[config.mk]
export PLATFORM = sky130hd
export DESIGN_NAME = cmplx_mult_seq
export DESIGN_NICKNAME = d
export VERILOG_FILES = /design/src/rtl/fft_pkg.sv /design/src/rtl/cmplx_mult_seq_mul.sv /design/src/rtl/cmplx_mult_seq.sv
export SDC_FILE = /design/constraint.sdc
export NUM_CORES = 1
export LEC_CHECK = 0
export CAP_MARGIN = 20
export CORE_MARGIN = 1.5
export CORE_UTILIZATION = 25
export CTS_BUF_LIST = sky130_fd_sc_hd__clkbuf_4 sky130_fd_sc_hd__clkbuf_8 sky130_fd_sc_hd__clkbuf_16
export DETAILED_ROUTE_END_ITERATION = 8
export PLACE_DENSITY = 0.53
export SLEW_MARGIN = 20
export SYNTH_ARGS = -nofsm -noshare
export SYNTH_HDL_FRONTEND = slang
export SYNTH_SLANG_ARGS = --single-unit
[constraint.sdc]
create_clock -name clk -period 19.3 [get_ports clk]
set_input_delay 3.86 -clock clk [delete_from_list [all_inputs] [get_ports clk]]
set_output_delay 3.86 -clock clk [all_outputs]
set_load 0.02 [all_outputs]
[src/rtl/fft_pkg.sv]
// rtl/fft_pkg.sv - shared FFT datapath types and Q-format constants
//
// Purpose: FSM state encoding for the sequential complex multiplier and the
//          fixed-point format constants used across the FFT datapath.
// Ports:   none (package).
package fft_pkg;

  typedef enum logic [2:0] {
    IDLE = 3'd0,
    M_AC = 3'd1,
    M_BD = 3'd2,
    M_AD = 3'd3,
    M_BC = 3'd4,
    DONE = 3'd5
  } cmul_state_t;

  // Default datapath width is Q8.8.
  localparam int DATA_WIDTH = 16;
  localparam int FRAC_BITS  = DATA_WIDTH / 2;
  localparam int ONE        = 1 << FRAC_BITS;

  // Fraction bits for an arbitrary width in the same Q(W/2).(W/2) format.
  function automatic int frac_bits_of(input int width);
    return width / 2;
  endfunction

endpackage

[src/rtl/cmplx_mult_seq_mul.sv]
// rtl/cmplx_mult_seq_mul.sv - signed fixed-point real multiplier
//
// Purpose: combinational signed WIDTH x WIDTH multiply. The 2*WIDTH product
//          is truncated back to Q(WIDTH/2).(WIDTH/2) by keeping bits
//          [WIDTH+WIDTH/2-1 : WIDTH/2]. No rounding, no saturation.
// Ports:   x, y  in  WIDTH  signed operands
//          p     out WIDTH  truncated product
module cmplx_mult_seq_mul
  import fft_pkg::*;
#(
  parameter int WIDTH = DATA_WIDTH
) (
  input  logic [WIDTH-1:0] x,
  input  logic [WIDTH-1:0] y,
  output logic [WIDTH-1:0] p
);

  localparam int FRAC = frac_bits_of(WIDTH);

  logic signed [2*WIDTH-1:0]      full;
  logic        [WIDTH-FRAC-1:0]   unused_hi;
  logic        [FRAC-1:0]         unused_lo;

  assign full = $signed(x) * $signed(y);

  // Dropped high bits are intentional: the format wraps instead of saturating.
  assign {unused_hi, p, unused_lo} = full;

endmodule

[src/rtl/cmplx_mult_seq.sv]
// rtl/cmplx_mult_seq.sv - time-shared complex multiplier for the FFT datapath
//
// Purpose: forms (a+jb)*(c+jd) (or times conj(w)) by sequencing ac, bd, ad,
//          bc through one real multiplier and accumulating real/imag parts.
// Ports:   clk, rst_n            clock, async active-low reset
//          in_valid / in_ready   operand handshake (ready only in IDLE)
//          a_re, a_im            data operand (a, b)
//          w_re, w_im            twiddle operand (c, d)
//          conj                  1: use conj(w)
//          out_valid / out_ready result handshake, held under backpressure
//          y_re, y_im            complex product
//          busy                  high whenever not IDLE
module cmplx_mult_seq
  import fft_pkg::*;
#(
  parameter int WIDTH = DATA_WIDTH
) (
  input  logic             clk,
  input  logic             rst_n,
  input  logic             in_valid,
  output logic             in_ready,
  input  logic [WIDTH-1:0] a_re,
  input  logic [WIDTH-1:0] a_im,
  input  logic [WIDTH-1:0] w_re,
  input  logic [WIDTH-1:0] w_im,
  input  logic             conj,
  output logic             out_valid,
  input  logic             out_ready,
  output logic [WIDTH-1:0] y_re,
  output logic [WIDTH-1:0] y_im,
  output logic             busy
);

  cmul_state_t state_q, state_d;

  logic [WIDTH-1:0] a_q, b_q, c_q, d_q;
  logic             conj_q;
  logic [WIDTH-1:0] acc_re, acc_im;
  logic [WIDTH-1:0] mul_x, mul_y, mul_p;

  // State register.
  always_ff @(posedge clk or negedge rst_n) begin
    if (!rst_n) begin
      state_q <= IDLE;
    end else begin
      state_q <= state_d;
    end
  end

  // Next-state logic and handshake outputs.
  always_comb begin
    state_d   = state_q;
    in_ready  = 1'b0;
    out_valid = 1'b0;
    busy      = 1'b1;
    case (state_q)
      IDLE: begin
        in_ready = 1'b1;
        busy     = 1'b0;
        if (in_valid) begin
          state_d = M_AC;
        end
      end
      M_AC: state_d = M_BD;
      M_BD: state_d = M_AD;
      M_AD: state_d = M_BC;
      M_BC: state_d = DONE;
      DONE: begin
        out_valid = 1'b1;
        if (out_ready) begin
          state_d = IDLE;
        end
      end
      default: state_d = IDLE;
    endcase
  end

  // Operand capture: the multiplier only ever sees these registered copies,
  // so the input ports are free to change once the handshake has happened.
  always_ff @(posedge clk or negedge rst_n) begin
    if (!rst_n) begin
      a_q    <= '0;
      b_q    <= '0;
      c_q    <= '0;
      d_q    <= '0;
      conj_q <= 1'b0;
    end else if (state_q == IDLE && in_valid) begin
      a_q    <= a_re;
      b_q    <= a_im;
      c_q    <= w_re;
      d_q    <= w_im;
      conj_q <= conj;
    end
  end

  // Operand muxes: x is a in AC/AD, otherwise b; y is c in AC/BC, otherwise d.
  always_comb begin
    mul_x = b_q;
    mul_y = d_q;
    if (state_q == M_AC || state_q == M_AD) begin
      mul_x = a_q;
    end
    if (state_q == M_AC || state_q == M_BC) begin
      mul_y = c_q;
    end
  end

  cmplx_mult_seq_mul #(
    .WIDTH (WIDTH)
  ) u_mul (
    .x (mul_x),
    .y (mul_y),
    .p (mul_p)
  );

  // Accumulators. With conj the sign of d flips, which turns the bd term into
  // an add and the ad term (already sitting in acc_im) into a subtract.
  always_ff @(posedge clk or negedge rst_n) begin
    if (!rst_n) begin
      acc_re <= '0;
      acc_im <= '0;
    end else begin
      case (state_q)
        M_AC: acc_re <= mul_p;
        M_BD: acc_re <= conj_q ? (acc_re + mul_p) : (acc_re - mul_p);
        M_AD: acc_im <= mul_p;
        M_BC: acc_im <= conj_q ? (mul_p - acc_im) : (mul_p + acc_im);
        default: ;
      endcase
    end
  end

  assign y_re = acc_re;
  assign y_im = acc_im;

endmodule

==> results_dict.tcl <==
set metrics [dict create \
    status "finished clean" \
    core_area_mm2 0.05542 \
    crit_top_cell "fa_1" \
    min_from "c_q[13]" \
    worstSetupPathType "register to register" \
    drt_wl_total_mm 39.26 \
    end_kind "register" \
    portBuffers 103 \
    die_area_mm2 0.05786 \
    max_stage_delay_ns 0.90 \
    ioPinCount 104 \
    ys_ff_latch 100 \
    register_area_mm2 0.002502 \
    ff2ff_path_depth 35 \
    start_util_pct 25.46 \
    dr.pass1.iters 4 \
    drv_slew 0 \
    relSlewSlack_pct 30.17 \
    yosys.area.top_type "fa_1" \
    die_x_um 240.6 \
    multi_input_area_mm2 0.01036 \
    die_h_um 240.6 \
    clock_skew_ns 0.01279 \
    critPathSlowestCell "mux2i_1" \
    dpl_cell_area_mm2 0.01600 \
    critical_path.max_fanout 34 \
    hp-class "register to register" \
    fillerInstances 5828 \
    clk_pin_slew_ns 0.08 \
    grt_antenna_before_repair 0 \
    clock_latency_ns 0.38 \
    grt_setup_unrepaired "false" \
    drt_drc_violations_left 0 \
    seq_area_frac_synth_pct 17.74 \
    nets 1961 \
    grtUsageTotal_pct 14.01 \
    fmax_mhz 95.13 \
    drive_gt1_share_pct 10.53 \
    grt_first_pass_wirelength_mm 62.88 \
    grt-ovfl-total 0 \
    row_count 86 \
    grt_pass1_vias 11290 \
    hold_slack_ns 0.5221 \
    cts.path.max_buffers 2 \
    synth_top_area_share_pct 26.68 \
    synthFlopType "dfrtp_1" \
    cts_buffers 9 \
    critical_path.top_delay_family "adder cells" \
    cts.sinks 100 \
    timing.final.crit_share_pct 54.47 \
    gp_congestion 0.8907 \
    cp-start-kind "register" \
    cts_resized 0 \
    syn-num-nets 1877 \
    synth-edff-count 0 \
    finalSetupViolations 0 \
    finalInstanceArea_mm2 0.01632 \
    path_depth 35 \
    syn_avg_cell_area_um2 9.306 \
    diodes 0 \
    ys_top_cells_by_area "fa_1 27%, dfrtp_1 18%, ha_1 9.2%" \
    cts_root_buf "clkbuf_16" \
    postCtsHoldBufs 0 \
    viasPerCell 4.541 \
    whs_path_depth 1 \
    wl_per_cell_um 16.69 \
    h-tree-depth 3 \
    crit_arrival_ns 10.78 \
    cp_num_buf_inv 5 \
    maxCapViolCount 0 \
    r2r-start "state_q[2]" \
    drt_iter0_drc 612 \
    vias 10690 \
    area.growth.synth_to_final_pct 15.72 \
    hold_viol_final 0 \
    yosys.cell_types.count 82 \
    ant_nets 0 \
    synth_area_mm2 0.01411 \
    async_flop_share_pct 100.0 \
    tns_ns 0 \
    crit_start "state_q[2]" \
    yosys_warnings 0 \
    min_period_ns 10.51 \
    worstPathRequired_ns 19.57 \
    tightest_slew_ns 1.018 \
    post-cts-setup-buffers 0 \
    postSynthCellCount 1516 \
    cts_tree "built" \
    dpl.hpwl_mm 32.41 \
    grt_max_degree 68 \
]
[registers in the layout (all words and copies together) (netlist names)]
signal,cells
a_q,16
b_q,16
c_q,16
d_q,16
y_im,16
y_re,16
state_q,3
conj_q,1
[cells in the mapped netlist (6+ instances only)]
library cell and count:
and2_1 7, or3_1 7, or2_2 8, a221o_1 8, xor2_1 24, dfrtp_1 100, a22oi_1 13, buf_2 7
a21boi_0 6, nor3_1 18, nor2b_1 8, a211oi_1 6, xnor2_1 57, mux2i_1 27, mux2_2 90, nand3_1 6
nor2_1 166, nand2_1 151, inv_1 273, a21o_1 12, o21ai_0 32, nand2b_1 11, fa_1 188, clkbuf_1 32
a21oi_1 43, a31oi_1 9, buf_1 7, ha_1 104, o221ai_1 9
[path summary, 6_finish.rpt]
path | slack, ns | end
worst min-delay path | 0.52 | c_q[13]
max in group asynchronous | 14.59 | b_q[11]
worst max register to register | 8.79 | y_re[15]
min in group asynchronous | 3.43 | y_im[9]
worst min register to register | 0.52 | c_q[13]
worst max-delay path | 8.79 | y_re[15]
[final cells by class]
type | count | area share [%]
Multi-Input combinational cell | 1092 | 63.46
Sequential cell | 100 | 15.33
Timing Repair Buffer | 123 | 7.220
Inverter | 274 | 6.300
Tap cell | 748 | 5.733
Clock buffer | 9 | 1.380
Clock inverter | 7 | 0.5748
[worst register-to-register path: cells and delay by family (launching register included)]
| kind | cells | cell delay [ns] |
|---|---|---|
| buf+inv | 5 | 0.59 |
| compound gates | 9 | 2.48 |
| simple gates | 10 | 1.66 |
| mux | 1 | 0.93 |
| flops | 1 | 0.61 |
| xor+xnor | 2 | 0.74 |
| fa+ha+maj | 8 | 3.40 |
[metrics by stage]
| step | setup WS, ns | utilization (%) | std cells |
|---|---|---|---|
| global route | 8.073 | 29.46 | 2353 |
| global placement | 8.926 | 28.86 | 2336 |
| CTS | 8.775 | 29.44 | 2352 |
| floorplan | 9.707 | - | 1516 |
| detailed placement | 8.778 | 28.86 | 2336 |
| finish | 8.788 | 29.46 | 2353 |
[routing by layer]
layer | global-route usage (%) | part of all wire [%]
met1 | 19.66 | 48
met2 | 22.65 | 46
met3 | 2.105 | 4.4
met4 | 3.183 | 1.8
met5 | 0 | 0
[cell usage in the layout (no fill, tap or decap), types with 4 or more instances in the layout]
cell	synthesis	routed
o221ai_1	9	9
clkbuf_16	0	9
mux2_2	90	90
nor3_1	18	18
a21oi_1	43	43
buf_4	1	20
and3_1	5	5
a221o_1	8	8
xnor2_1	57	57
inv_1	273	273
dfrtp_1	100	100
o21bai_1	5	5
a21boi_0	6	6
ha_1	104	104
a21o_1	12	12
mux2i_1	27	27
nand2_1	151	151
nor2_1	166	165
fa_1	188	188
a211oi_1	6	6
a22oi_1	13	13
xor2_1	24	24
clkinv_8	0	4
a31oi_1	9	9
or2_2	8	8
and2_1	7	6
clkdlybuf4s50_1	0	102
or3_1	7	7
nand3_1	6	6
o21ai_1	4	4
nand2b_1	11	10
o21ai_0	32	32
nor2b_1	8	8
nor3b_1	4	4
[logic make-up (layout without fill, tap and decap cells)]
family / Yosys count / in the layout / share of synthesized area (%)
buf+inv: 324 / 413 / 8.869
fa+ha+maj: 292 / 292 / 35.90
flops: 100 / 100 / 17.74
compound gates: 180 / 180 / 9.224
simple gates: 412 / 412 / 12.94
xor+xnor: 87 / 87 / 5.854
mux: 121 / 121 / 9.472
Power is left out: the tool's default activity adds up to more than one toggle a clock period on the data nets, which glitch-free logic cannot reach.
==> patch: new RTL, same flow settings <==
The package constant `DATA_WIDTH` goes from 16 to 24.
--- a/src/rtl/fft_pkg.sv
+++ b/src/rtl/fft_pkg.sv
@@ -16,5 +16,5 @@
 
   // Default datapath width is Q8.8.
-  localparam int DATA_WIDTH = 16;
+  localparam int DATA_WIDTH = 24;
   localparam int FRAC_BITS  = DATA_WIDTH / 2;
   localparam int ONE        = 1 << FRAC_BITS;
Interface: changed (6 resized); port bits go from 104 to 152. The function was not compared with the original's and may differ.
==> patch against the original RTL <==
Clock skew is 0.0053 ns higher; global-route usage is 1.8 points higher; routed wire length is 110% higher; sequential cell count is 48 higher; synthesized area is 87% higher; critical endpoint is now y_re[23]$_DFFE_PN0P_; design area is 86% higher; count of clock-buffer cells in the layout is 8 higher; fmax is 13% lower; setup slack worse by 1.6 ns.
Power is not shown: default switching activity piles up to over one toggle a cycle in this logic, so the estimate is an artifact.
==> patch: results (changes against the original RTL) <==
- Result of the run: finished, final reports clean
- Filler cell count: 11.16k (+92%)
- Largest net degree at the start of global routing: 73 (+7.4%)
- Worst hold slack after final layout: 0.5059 ns (-0.01613 ns)
- DRC violation total after the first TritonRoute iteration: 1308 (+110%)
- TritonCTS buffer count: 17 (+8)
- # resized after CTS: 0 (unchanged)
- Clock root buffer: sky130_fd_sc_hd__clkbuf_16
- Synth Net Count: 3624 (+93%)
- Clk_lat worst skew: 0.51 ns (+0.13 ns)
- Vias in the first global route: 21.55k (+91%)
- Register-to-register setup slack: 7.22 ns (-1.57 ns)
- Max_slew headroom: 27.92% (-2.2 points)
- First-pass GRT wire length: 129.7 mm (+110%)
- Number of hold buffers added after CTS: 0 (unchanged)
- Slowest-stage cell, CP: sky130_fd_sc_hd__mux2i_2
- Number of cells traversed by the worst register-to-register path: 39 (+11%)
- Sequential fraction of the synthesis area: 14.02% (-3.7 points)
- Ratio of cells with drive above 1 in the final layout: 9.247% (-1.3 points)
- Worst Skew: 0.01814 ns (+0.005348 ns)
- DP HPWL: 66.97 mm (+110%)
- Arrival time at the worst endpoint: 12.51 ns (+1.73 ns)
- Worst min-delay path class: register to register
- Worst path max stage delay: 0.84 ns (-0.06 ns)
- Total Routing Usage GR: 15.77% (+1.8 points)
- Number of antenna violations at the first check in global routing: 0 (unchanged)
- Most instantiated cells after synthesis: 552 x sky130_fd_sc_hd__inv_1, 455 x sky130_fd_sc_hd__fa_1, 389 x sky130_fd_sc_hd__nor2_1
- Worst min-delay path startpoint: c_q[23]$_DFFE_PN0P_
- Endpoint of the worst register-to-register path: y_re[23]$_DFFE_PN0P_
- End of the worst hold path: c_q[23]$_DFFE_PN0P_
- Deepest level of the CTS H-tree: 4 (+1)
- Layout Nets: 3738 (+91%)
- Vias per inst: 4.640 (+2.2%)
- Yosys warning total: 0 (unchanged)
- Number of unique standard cell types used by synthesis: 85 (+3.7%)
- DR WL/cell: 18.68 um (+12%)
- Count of input and output buffers: 151 (+47%)
- Global placement routability congestion: 0.8785 (-1.4%)
- Number of iterations in the first detailed-routing pass: 5 (+1)
- Biggest area contributors in the synthesized netlist: sky130_fd_sc_hd__fa_1 34%, sky130_fd_sc_hd__dfrtp_1 14%, sky130_fd_sc_hd__ha_1 7.9%
- Largest fanout of any net on the critical path: 41 (+21%)
patch: kinds of logic (layout without fill, tap and decap cells):
group | count (synthesis) | count (layout) | synth area share [%]
simple gates | 816 | 816 | 13.34
buf+inv | 663 | 790 | 9.473
fa+ha+maj | 623 | 623 | 42.43
compound gates | 337 | 337 | 8.644
mux | 188 | 188 | 7.806
flops | 148 | 148 | 14.02
xor+xnor | 126 | 126 | 4.282
patch: how the worst max path moves through the flow:
stage,to,depth (start not counted),slack [ns]
final,y_re[23]$_DFFE_PN0P_,39,7.22
after global routing,y_re[23]$_DFFE_PN0P_,39,6.46
after CTS,y_re[23]$_DFFE_PN0P_,39,7.18
after detailed placement,y_re[23]$_DFFE_PN0P_,40,7.24
after global placement,y_re[22]$_DFFE_PN0P_,36,7.22
after floorplan,y_im[23]$_DFFE_PN0P_,39,8.35
patch: per-layer routing:
layer / GRT usage, % / wire length [um] / vias to the layer above / part of all wire, %
li1: - / - / 9346 / -
met3: 2.464 / 4308 / 80 / 5.2
met2: 27.27 / 41330 / 563 / 50
met4: 3.482 / 1449 / 0 / 1.8
met1: 20.62 / 35450 / 10520 / 43
met5: 0 / 0 / - / 0
patch: through the flow:
step           setup WS, ns  std cells  area (um^2)  utilization, %
5_1_grt               6.456       4419        30310           28.87
3_3_place_gp          7.219       4387        29700           28.29
3_5_place_dp          7.244       4387        29700           28.29
6_report              7.222       4419        30310           28.87
4_1_cts               7.183       4419        30310           28.87
2_1_floorplan         8.350       2901        26420               -
patch: layout make-up:
| cell class | count | share of cell area [%] |
|---|---|---|
| well taps | 1391 | 5.743 |
| inverters | 553 | 6.849 |
| repair buffers | 205 | 6.329 |
| flip-flops and latches | 148 | 12.22 |
| multi-input cells | 2090 | 66.84 |
| clock inverters | 15 | 0.6110 |
| clock buffers | 17 | 1.404 |
